$ cat config.mk
export PLATFORM = sky130hd
export DESIGN_NAME = sumador8_ctrl
export DESIGN_NICKNAME = d
export VERILOG_FILES = /design/src/rtl/sumador8_ctrl.sv
export SDC_FILE = /design/constraint.sdc
export NUM_CORES = 1
export LEC_CHECK = 0
export ABC_AREA = 1
export CORE_MARGIN = 1
export CORE_UTILIZATION = 56
export DETAILED_ROUTE_END_ITERATION = 16
export DONT_BUFFER_PORTS = 1
export GPL_TIMING_DRIVEN = 0
export PLACE_DENSITY = 0.73
export SLEW_MARGIN = 20
export SYNTH_ARGS = -nofsm -noshare
export SYNTH_HDL_FRONTEND = slang
export SYNTH_SLANG_ARGS = --single-unit
$ cat constraint.sdc
create_clock -name CLK -period 1.4 [get_ports CLK]
set_input_delay 0.28 -clock CLK [delete_from_list [all_inputs] [get_ports CLK]]
set_output_delay 0.28 -clock CLK [all_outputs]
set_load 0.01 [all_outputs]
$ cat src/rtl/sumador8_ctrl.sv
// sumador8_ctrl: round-robin sequencer for two 8-bit add/subtract clients
// sharing one registered 4-bit adder (sumador4). Each operation runs as a
// low-nibble pass followed by a high-nibble pass with carry/borrow chained
// through ADD_RCI, and completes with a one-cycle ACK to the granted client.
//
// Build option: define SUMADOR8_CLR_EN to clear the adder (MODO=11) during
// DONE; when undefined the adder is left holding the last high nibble/carry.
module sumador8_ctrl (
    input  logic       CLK,
    input  logic       RST,
    input  logic       REQ0,
    input  logic       REQ1,
    input  logic       OP0,
    input  logic       OP1,
    input  logic [7:0] A0,
    input  logic [7:0] B0,
    input  logic [7:0] A1,
    input  logic [7:0] B1,
    output logic       ACK0,
    output logic       ACK1,
    output logic [7:0] RES,
    output logic       CO,
    output logic       BUSY,
    output logic       ADD_ENB,
    output logic [1:0] ADD_MODO,
    output logic [3:0] ADD_A,
    output logic [3:0] ADD_B,
    output logic       ADD_RCI,
    input  logic [3:0] ADD_Q,
    input  logic       ADD_RCO
);

    typedef enum logic [1:0] {
        S_IDLE = 2'b00,
        S_LO   = 2'b01,
        S_HI   = 2'b10,
        S_DONE = 2'b11
    } state_t;

    localparam logic [1:0] MODO_HOLD = 2'b00;
    localparam logic [1:0] MODO_ADD  = 2'b01;
    localparam logic [1:0] MODO_SUB  = 2'b10;
    localparam logic [1:0] MODO_CLR  = 2'b11;

    state_t     r_state;
    state_t     w_next;

    logic       r_last;
    logic       r_gnt;
    logic       r_op;
    logic [7:0] r_a;
    logic [7:0] r_b;
    logic [3:0] r_lo;
    logic [7:0] r_res;
    logic       r_co;
    logic       r_ack0;
    logic       r_ack1;

    logic       w_elig0;
    logic       w_elig1;
    logic       w_grant;
    logic       w_gnt_idx;
    logic       w_enb;
    logic [1:0] w_modo;
    logic [3:0] w_a;
    logic [3:0] w_b;
    logic       w_rci;

    // Adder mode for the latched operation
    function automatic logic [1:0] f_mode(input logic op);
        return op ? MODO_SUB : MODO_ADD;
    endfunction

    // Arbitration: a client that is being acknowledged this cycle sits out,
    // and on a tie the client that was not served last wins
    always_comb begin
        w_elig0   = REQ0 && !r_ack0;
        w_elig1   = REQ1 && !r_ack1;
        w_grant   = (r_state == S_IDLE) && (w_elig0 || w_elig1);
        w_gnt_idx = (w_elig0 && w_elig1) ? ~r_last : w_elig1;
    end

    // Next-state and adder-drive decode
    always_comb begin
        w_next = r_state;
        w_enb  = 1'b0;
        w_modo = MODO_HOLD;
        w_a    = 4'd0;
        w_b    = 4'd0;
        w_rci  = 1'b0;
        case (r_state)
            S_IDLE: begin
                if (w_grant) begin
                    w_next = S_LO;
                end
            end
            S_LO: begin
                w_enb  = 1'b1;
                w_modo = f_mode(r_op);
                w_a    = r_a[3:0];
                w_b    = r_b[3:0];
                w_next = S_HI;
            end
            S_HI: begin
                w_enb  = 1'b1;
                w_modo = f_mode(r_op);
                w_a    = r_a[7:4];
                w_b    = r_b[7:4];
                w_rci  = ADD_RCO;
                w_next = S_DONE;
            end
            S_DONE: begin
`ifdef SUMADOR8_CLR_EN
                w_enb  = 1'b1;
                w_modo = MODO_CLR;
`else
                w_enb  = 1'b0;
                w_modo = MODO_HOLD;
`endif
                w_next = S_IDLE;
            end
            default: begin
                w_next = S_IDLE;
            end
        endcase
    end

    // State register
    always_ff @(posedge CLK or posedge RST) begin
        if (RST) begin
            r_state <= S_IDLE;
        end else begin
            r_state <= w_next;
        end
    end

    // Grant bookkeeping and operand capture; only the latched copy is used later
    always_ff @(posedge CLK or posedge RST) begin
        if (RST) begin
            r_last <= 1'b1;
            r_gnt  <= 1'b0;
            r_op   <= 1'b0;
            r_a    <= 8'd0;
            r_b    <= 8'd0;
        end else if (w_grant) begin
            r_last <= w_gnt_idx;
            r_gnt  <= w_gnt_idx;
            r_op   <= w_gnt_idx ? OP1 : OP0;
            r_a    <= w_gnt_idx ? A1  : A0;
            r_b    <= w_gnt_idx ? B1  : B0;
        end
    end

    // Low result nibble is on ADD_Q throughout HI
    always_ff @(posedge CLK or posedge RST) begin
        if (RST) begin
            r_lo <= 4'd0;
        end else if (r_state == S_HI) begin
            r_lo <= ADD_Q;
        end
    end

    // Result, carry/borrow and the one-cycle acknowledge to the granted client
    always_ff @(posedge CLK or posedge RST) begin
        if (RST) begin
            r_res  <= 8'd0;
            r_co   <= 1'b0;
            r_ack0 <= 1'b0;
            r_ack1 <= 1'b0;
        end else begin
            r_ack0 <= 1'b0;
            r_ack1 <= 1'b0;
            if (r_state == S_DONE) begin
                r_res  <= {ADD_Q, r_lo};
                r_co   <= ADD_RCO;
                r_ack0 <= ~r_gnt;
                r_ack1 <= r_gnt;
            end
        end
    end

    assign ACK0     = r_ack0;
    assign ACK1     = r_ack1;
    assign RES      = r_res;
    assign CO       = r_co;
    assign BUSY     = (r_state != S_IDLE);
    assign ADD_ENB  = w_enb;
    assign ADD_MODO = w_modo;
    assign ADD_A    = w_a;
    assign ADD_B    = w_b;
    assign ADD_RCI  = w_rci;

endmodule

==> results of run 1 <==
## what timing repair did
item                       4_1_cts  5_1_grt
setup endpoints to repair       23       32
hold endpoints to repair        35        0
pin swaps                        4        4
resized for setup               27       11
cloned                           2        0
setup buffers                    8        5
hold buffers                     1        0
## report_power, final
group          total, mW  switching [mW]  internal [mW]  leakage (nW)
clock network      0.585           0.337          0.248        0.0326
registers           1.94           0.379           1.56         0.441
logic               3.19            1.95           1.24         0.808
total               5.71            2.66           3.05          1.28
## per-stage QoR
stage	worst slack, ps	power, mW	cells
2_1_floorplan	20.0	3.65	266
3_3_place_gp	-133	4.06	312
3_5_place_dp	-164	4.13	312
4_1_cts	-350	5.42	330
5_1_grt	-451	6.11	335
6_report	-402	5.71	335
## registers in the layout, indices dropped and copies added (netlist names)
signal   flops
r_last       1
r_op         1
r_lo         4
ACK1         1
r_a          8
r_b          8
r_gnt        1
CO           1
RES          8
r_state      2
ACK0         1
## layout by cell type (no fill, tap or decap), types with 2 or more instances in the layout
master    Yosys  routed
buf_4         2      14
ha_4          0       4
clkinv_8      0       2
nand2_1      93      93
inv_2         2       9
nand2_2      10      10
clkbuf_8      0       3
a21oi_4       0       8
nor2_1        4       3
o21ai_0      10       9
nand3_1      35      35
ha_1          6       2
inv_1        48      40
clkbuf_1      2       2
dfrtp_1      35      34
buf_6         2       6
clkbuf_4      0       5
## cells in the mapped netlist
master,count,area (um2)
nand2_1,93,349
inv_1,48,180
dfrtp_1,35,876
nand3_1,35,175
nand2_2,10,62.6
o21ai_0,10,50.1
a21oi_1,8,40.0
ha_1,6,75.1
nor2_1,4,15.0
buf_2,3,15.0
buf_4,2,15.0
buf_6,2,22.5
clkbuf_1,2,7.51
inv_2,2,7.51
buf_1,1,3.75
clkinv_1,1,3.75
dfstp_2,1,26.3
nand2_4,1,11.3
nand3_2,1,10.0
nor2_4,1,11.3
## worst paths after layout
| path | start | to | slack (ps) | cells past startpoint |
|---|---|---|---|---|
| worst max-delay path | r_state[0] | ADD_A[3] | -400 | 4 |
| worst min-delay path | ADD_Q[3] | RES[7] | 40 | 2 |
| worst min register to register | r_b[0] | r_b[0] | 490 | 2 |
| max in group asynchronous | RST | ACK1 | 350 | 2 |
| worst max register to register | r_state[0] | r_state[0] | -80 | 7 |
| min in group asynchronous | RST | r_lo[2] | 540 | 2 |
## worst reg2reg max path: stages (launching register included)
cell and delay, ps:
dfrtp_1 430, inv_2 100, buf_4 150, buf_6 110, buf_4 120, ha_1 190
nor2_1 130, o21ai_1 110
## layer usage
metal  global-route usage  routed length (um)  up-vias
met2                0.425                2420       60
met5                    0                   0        -
met1                0.325                1930      801
li1                     -                   -      843
met3               0.0588                 263        8
met4               0.0974                  62        0
## area by class of cell
cell class / count / area (um2) / area share
repair buffers: 15 / 125 / 0.0520
multi-input cells: 169 / 950 / 0.394
clock buffers: 8 / 58.8 / 0.0244
well taps: 46 / 57.6 / 0.0239
flip-flops and latches: 36 / 903 / 0.375
plain buffers: 9 / 90.1 / 0.0374
repair inverters: 1 / 16.3 / 0.00676
inverters: 51 / 206 / 0.0858
## cell families after synthesis
kind of cell | after synthesis | share of synthesized area
AO/OA/AOI/OAI | 18 | 0.0460
AND/OR/NAND/NOR | 145 | 0.324
adder cells (fa/ha/maj) | 6 | 0.0384
flip-flops | 36 | 0.461
buffers and inverters | 61 | 0.130
==> impl_metrics.yaml, run 1 <==
global_routing:
  grt_start_max_net_pins: 37
  antenna_found_initial: 0
  grt_usage: 0.256
  grt_pass1_vias: 1531
  grt-ovfl-total: 0
  grt_pass1_wl_um: 6800
run:
  cap_viol_max_count: 0
final_layout:
  post-route-util: 0.721
  diodes: 0
  syn2layout_area_growth_pct: 23.0
  fill_cells: 263
  fin_area_mm2: 0.00241
  final_nets: 337
  layout-drive-gt1-share: 0.239
worst_setup_path:
  critPathMaxFanout: 5
  worstPathCellList: "inv_2 > ha_4 > clkinv_8 > a21oi_4"
  cp_slowest_stage_delay_ps: 430
  setup.worst_path.start_class: "flop"
  arrival_ps: 1520
  cpLargestDelayFamily: "flip-flops"
  required_ps: 1120
  cp-end-kind: "output pin"
  path_buf_inv: 2
  path_class: "reg -> out"
  slowest_stage: "dfrtp_1"
sta:
  post-route-min-period_ps: 1800
  hold_viol_final: 0
  worst_slack_ps: -402
  hold_ws_ps: 37.8
  max-slew-margin-rel: 0.516
  rsz0062_at_grt: "yes"
  setup_viol: 13
  final.setup_skew_ps: 11.8
  worstMarginPinSlew_ps: 725
  post-route-period-util: 1.29
  tns_ps: -4390
  fmax_ghz: 0.555
  slew_viol_final: 0
worst_hold_path:
  min-delay-path-class: "in -> reg"
route:
  routed-via-count: 1712
  drt-initial-drc-count: 103
  first_pass_iters: 4
  drcViolationCount: 0
  detail_route.wl_per_cell_um: 14.0
  drt_wl_total_um: 4670
  via_per_inst: 5.11
  drtAntennaViolNets: 0
clocking:
  clk_pin_slew_ps: 110
  clk_latency_ps: 340
  numClockSinks: 36
  cts_buffers: 5
  tritoncts: "done"
  clockBufferDepth: 2
  cts.htree.levels: 2
  clk_root_buffer_cell: "clkbuf_4"
synthesis:
  avgSynthCellArea_um2: 7.36
  yosys_register_bits: 36
  synth_fp_nets: 315
  ys_warn_count: 0
  synth_area_mm2: 0.00196
  synth_cell_types: 20
  synth_cells: 266
  yosysSeqAreaShare: 0.461
power:
  p_leak_nw: 1.28
  peakVddDrop_v: 0.00111
  power_density_mw_per_mm2: 2370
place:
  dp_hpwl_um: 2870
  gp_congestion: 0.730
  port_buffers: 0
  dpl_cell_area_mm2: 0.00207
floorplan:
  die-area_mm2: 0.00374
  die_w_um: 61.1
  ios: 67
  fp-row-count: 21
  core_area_mm2: 0.00334
  fp.dieH_um: 61.1
  start_util: 0.586
status:
  status: "complete, but fails checks"
  violations: "negative setup slack"
(Power assumes the default switching activity.)
==> inputs of run 2 (changes only) <==
--- a/config.mk
+++ b/config.mk
@@ -16,3 +16,4 @@
 export SYNTH_ARGS = -nofsm -noshare
 export SYNTH_HDL_FRONTEND = slang
 export SYNTH_SLANG_ARGS = --single-unit
+export TNS_END_PERCENT = 20
==> run 2 against run 1 <==
Net effect:
- the run still ends with negative setup slack left
- setup slack gained 36 ps
- critical path depth is the same
- non-clock buffer count shrank 6
- utilization shrank 1.8 points
- register-to-register slack gained 120 ps
- via count shrank 3.7%
- combinational power shrank 7.8%
- sequential cell count is the same
- hold slack gained 22 ps
- design area shrank 2.5%
- first-iteration DRC count shrank 30%
==> impl_metrics.yaml, run 2 (synthesis gave the netlist of run 1 again) <==
route:
  routed-via-count: 1648
  drt_wl_total_um: 4190
  first_pass_iters: 4
  drtAntennaViolNets: 0
  drt-initial-drc-count: 72
  drcViolationCount: 0
  via_per_inst: 5.01
  detail_route.wl_per_cell_um: 12.7
floorplan:
  fp.dieH_um: 61.1
  core_area_mm2: 0.00334
  fp-row-count: 21
  die_w_um: 61.1
  ios: 67
  die-area_mm2: 0.00374
  start_util: 0.586
run:
  cap_viol_max_count: 0
worst_setup_path:
  path_class: "reg -> out"
  required_ps: 1120
  critPathMaxFanout: 5
  cp-end-kind: "output pin"
  arrival_ps: 1490
  setup.worst_path.start_class: "flop"
global_routing:
  grt_pass1_vias: 1513
  grt_pass1_wl_um: 6720
  antenna_found_initial: 0
  grt_start_max_net_pins: 37
  grt-ovfl-total: 0
  grt_usage: 0.253
clocking:
  cts_buffers: 5
  clk_latency_ps: 330
  cts.htree.levels: 2
  clk_pin_slew_ps: 100
  clk_root_buffer_cell: "clkbuf_4"
  tritoncts: "done"
  numClockSinks: 36
  clockBufferDepth: 2
final_layout:
  fin_cells: 329
  final_cell_mix: "93 x nand2_1, 40 x inv_1, 35 x dfrtp_1, 35 x nand3_1"
  layout-drive-gt1-share: 0.219
  diodes: 0
  syn2layout_area_growth_pct: 19.9
  final_nets: 331
  final_common_cell: "nand2_1"
sta:
  max-slew-margin-rel: 0.507
  fmax_ghz: 0.566
  setup_viol: 12
  hold_ws_ps: 60.1
  slew_viol_final: 0
  rsz0062_at_grt: "yes"
  post-route-min-period_ps: 1770
  hold_viol_final: 0
  tns_ps: -3870
  final.setup_skew_ps: 3.23
  worst_slack_ps: -367
  post-route-period-util: 1.26
  worstMarginPinSlew_ps: 738
place:
  dp_hpwl_um: 2870
  dp_worst_setup_slack_ps: -164
  dp_cells: 312
  port_buffers: 0
  gp_congestion: 0.730
power:
  power.total_mw: 5.44
  peakVddDrop_v: 0.00105
  p_leak_nw: 1.25
  power_density_mw_per_mm2: 2320
status:
  status: "complete, but fails checks"
  violations: "negative setup slack"
worst_hold_path:
  min-delay-path-class: "in -> reg"
## run 2: repair_timing
action	4_1_cts	5_1_grt
hold buffers	1	0
pin swaps	3	3
hold endpoints to repair	35	0
cloned	2	0
gates resized for setup	26	5
endpoints found under the setup margin	23	25
setup buffers	7	0
## run 2: area by class of cell
type	count	area, um2
buffer	9	82.6
timing repair inverter	1	16.3
sequential	36	902
inverter	51	204
clock buffer	8	58.8
tap	46	57.6
timing repair buffer	9	76.3
multi-input combinational	169	950
fill	281	990
## run 2: per-layer routing
| metal | wire length [um] | vias to the layer above | GRT usage | share of wire |
|---|---|---|---|---|
| met4 | 65 | 0 | 0.0974 | 0.016 |
| met5 | 0 | - | 0 | 0 |
| met2 | 2100 | 53 | 0.416 | 0.50 |
| met1 | 1810 | 755 | 0.326 | 0.43 |
| met3 | 223 | 8 | 0.0588 | 0.053 |
| li1 | - | 832 | - | - |
## run 2: worst max-delay path, cell delays in order, from the launching register on
cell and delay (ps):
dfrtp_1 410, inv_2 90, ha_4 390, clkinv_8 100
a21oi_4 160
## run 2: final timing paths
check,start,endpoint,slack (ps),cells after the start
max,r_state[0],ADD_A[1],-370,4
min,ADD_Q[0],r_lo[0],60,2
max reg2reg,r_state[0],r_b[7],40,7
min reg2reg,r_b[0],r_b[0],490,2
max in group asynchronous,RST,ACK0,370,2
min in group asynchronous,RST,r_b[2],560,2
## run 2: where the power goes
part / internal [mW] / total (mW) / switching [mW]
Clock: 0.248 / 0.567 / 0.319
Combinational: 1.13 / 2.94 / 1.82
Sequential: 1.56 / 1.93 / 0.370
## run 2: through the flow
step,utilization,area (um2)
final,0.703,2350
after global routing,0.703,2350
after CTS,0.702,2340
after detailed placement,0.619,2070
after global placement,0.619,2070
after floorplan,-,2010
==> inputs of run 3 (changes only) <==
--- a/config.mk
+++ b/config.mk
@@ -6,8 +6,10 @@
 export NUM_CORES = 1
 export LEC_CHECK = 0
 export ABC_AREA = 1
+export CELL_PAD_IN_SITES_DETAIL_PLACEMENT = 0
+export CELL_PAD_IN_SITES_GLOBAL_PLACEMENT = 1
 export CORE_MARGIN = 1
-export CORE_UTILIZATION = 56
+export CORE_UTILIZATION = 39
 export DETAILED_ROUTE_END_ITERATION = 16
 export DONT_BUFFER_PORTS = 1
 export GPL_TIMING_DRIVEN = 0
==> run 3 against run 2 <==
Net effect:
- the run ends with negative hold slack, negative setup slack left
- fmax up 3.5%
- design area up 0.80%
- critical endpoint unchanged
- largest cell class unchanged
- sequential cell count unchanged
==> impl_metrics.yaml, run 3 (synthesis gave the netlist of run 1 again) <==
floorplan:
  fp.dieH_um: 72.8
  die-area_mm2: 0.00530
  start_util: 0.409
  die_w_um: 72.8
  ios: 67
  fp-row-count: 25
  core_area_mm2: 0.00479
sta:
  slew_viol_final: 0
  tns_ps: -2930
  setup_viol: 12
  final.setup_skew_ps: 7.38
  post-route-period-util: 1.22
  hold_ws_ps: -5.70
  rsz0062_at_grt: "yes"
  fmax_ghz: 0.586
  hold_viol_final: 10
  worstMarginPinSlew_ps: 728
  post-route-min-period_ps: 1710
  worst_slack_ps: -306
  max-slew-margin-rel: 0.514
route:
  detail_route.wl_per_cell_um: 12.0
  drcViolationCount: 0
  drt-initial-drc-count: 75
  routed-via-count: 1587
  via_per_inst: 4.60
  first_pass_iters: 4
  drt_wl_total_um: 4150
  drtAntennaViolNets: 0
worst_setup_path:
  cp-end-kind: "output pin"
  cp_slowest_stage_delay_ps: 410
  cpLargestDelayFamily: "flip-flops"
  path_buf_inv: 2
  arrival_ps: 1430
  worstPathCellList: "inv_2 > ha_4 > clkinv_8 > a21oi_4"
  critPathMaxFanout: 5
  slowest_stage: "dfrtp_1"
  setup.worst_path.start_class: "flop"
  path_class: "reg -> out"
  reg2reg_slack_ps: 40
  required_ps: 1120
place:
  gp_congestion: 0.724
  dp_hpwl_um: 2960
  dpl_cell_area_mm2: 0.00209
  dp_worst_setup_slack_ps: -155
  port_buffers: 0
final_layout:
  layout-drive-gt1-share: 0.223
  fin_area_mm2: 0.00237
  syn2layout_area_growth_pct: 20.9
  final_cell_mix: "89 x nand2_1, 42 x inv_1, 35 x nand3_1"
  final_nets: 327
  final_common_cell: "nand2_1"
  diodes: 0
clocking:
  numClockSinks: 36
  cts_buffers: 5
  tritoncts: "done"
  clockBufferDepth: 2
  cts_hold_buf: 0
  clk_latency_ps: 290
  cts.htree.levels: 2
  clk_root_buffer_cell: "clkbuf_8"
  clk_pin_slew_ps: 70
global_routing:
  grt_usage: 0.174
  grt_start_max_net_pins: 37
  grt-ovfl-total: 0
  grt_pass1_wl_um: 6910
  grt_pass1_vias: 1487
  antenna_found_initial: 0
power:
  peakVddDrop_v: 0.000919
  p_leak_nw: 1.25
  power_density_mw_per_mm2: 2330
worst_hold_path:
  min-delay-path-class: "in -> async"
status:
  status: "complete, but fails checks"
  violations: "negative hold slack, negative setup slack"
run:
  cap_viol_max_count: 0
## run 3: cell count changes in the layout (fill, tap and decap cells not counted), moves of 4 or more
cell      before  now
clkbuf_4       6    0
nand2_2       10   14
nand2_1       93   89
clkbuf_8       3    8
## run 3: area by class of cell
| type | instances | area [um2] |
|---|---|---|
| sequential | 36 | 903 |
| timing repair buffer | 5 | 41.3 |
| timing repair inverter | 1 | 8.76 |
| buffer | 9 | 86.3 |
| multi-input combinational | 169 | 942 |
| tap | 67 | 83.8 |
| clock buffer | 7 | 96.3 |
| fill | 493 | 2420 |
| inverter | 51 | 204 |
## run 3: path summary, 6_finish.rpt
| path | from | end | cells after the start |
|---|---|---|---|
| max | r_state[0] | ADD_A[1] | 4 |
| min | RST | r_b[4] | 1 |
| max reg2reg | r_last | r_op | 6 |
| min reg2reg | r_a[7] | r_a[7] | 2 |
| max in group asynchronous | RST | r_state[1] | 1 |
| min in group CLK | ADD_Q[3] | RES[7] | 2 |
## run 3: timing repair
action                                  in CTS  in global routing
setup buffers                                4                  0
pin swaps                                    1                  7
cloned                                       1                  1
resized for setup                           21                 12
endpoints found under the setup margin      23                 33
## run 3: where the power goes
part / total [mW] / switching [mW] / internal, mW / leakage, nW
Clock: 0.785 / 0.347 / 0.438 / 0.0503
Combinational: 2.78 / 1.73 / 1.05 / 0.759
Sequential: 1.95 / 0.382 / 1.57 / 0.442
Total: 5.52 / 2.46 / 3.06 / 1.25
## run 3: metal layers
metal	up-vias	global-route usage	routed length (um)
li1	819	-	-
met3	6	0.0539	229
met1	714	0.226	1920
met5	-	0	0
met4	0	0.0588	61
met2	48	0.275	1940
## run 3: metrics by stage
step                      power, mW  std cells  utilization
after floorplan                3.65        266            -
after global placement         4.13        333        0.437
after detailed placement       4.15        333        0.437
after CTS                      5.43        344        0.487
after global routing           6.01        345        0.494
final                          5.52        345        0.494
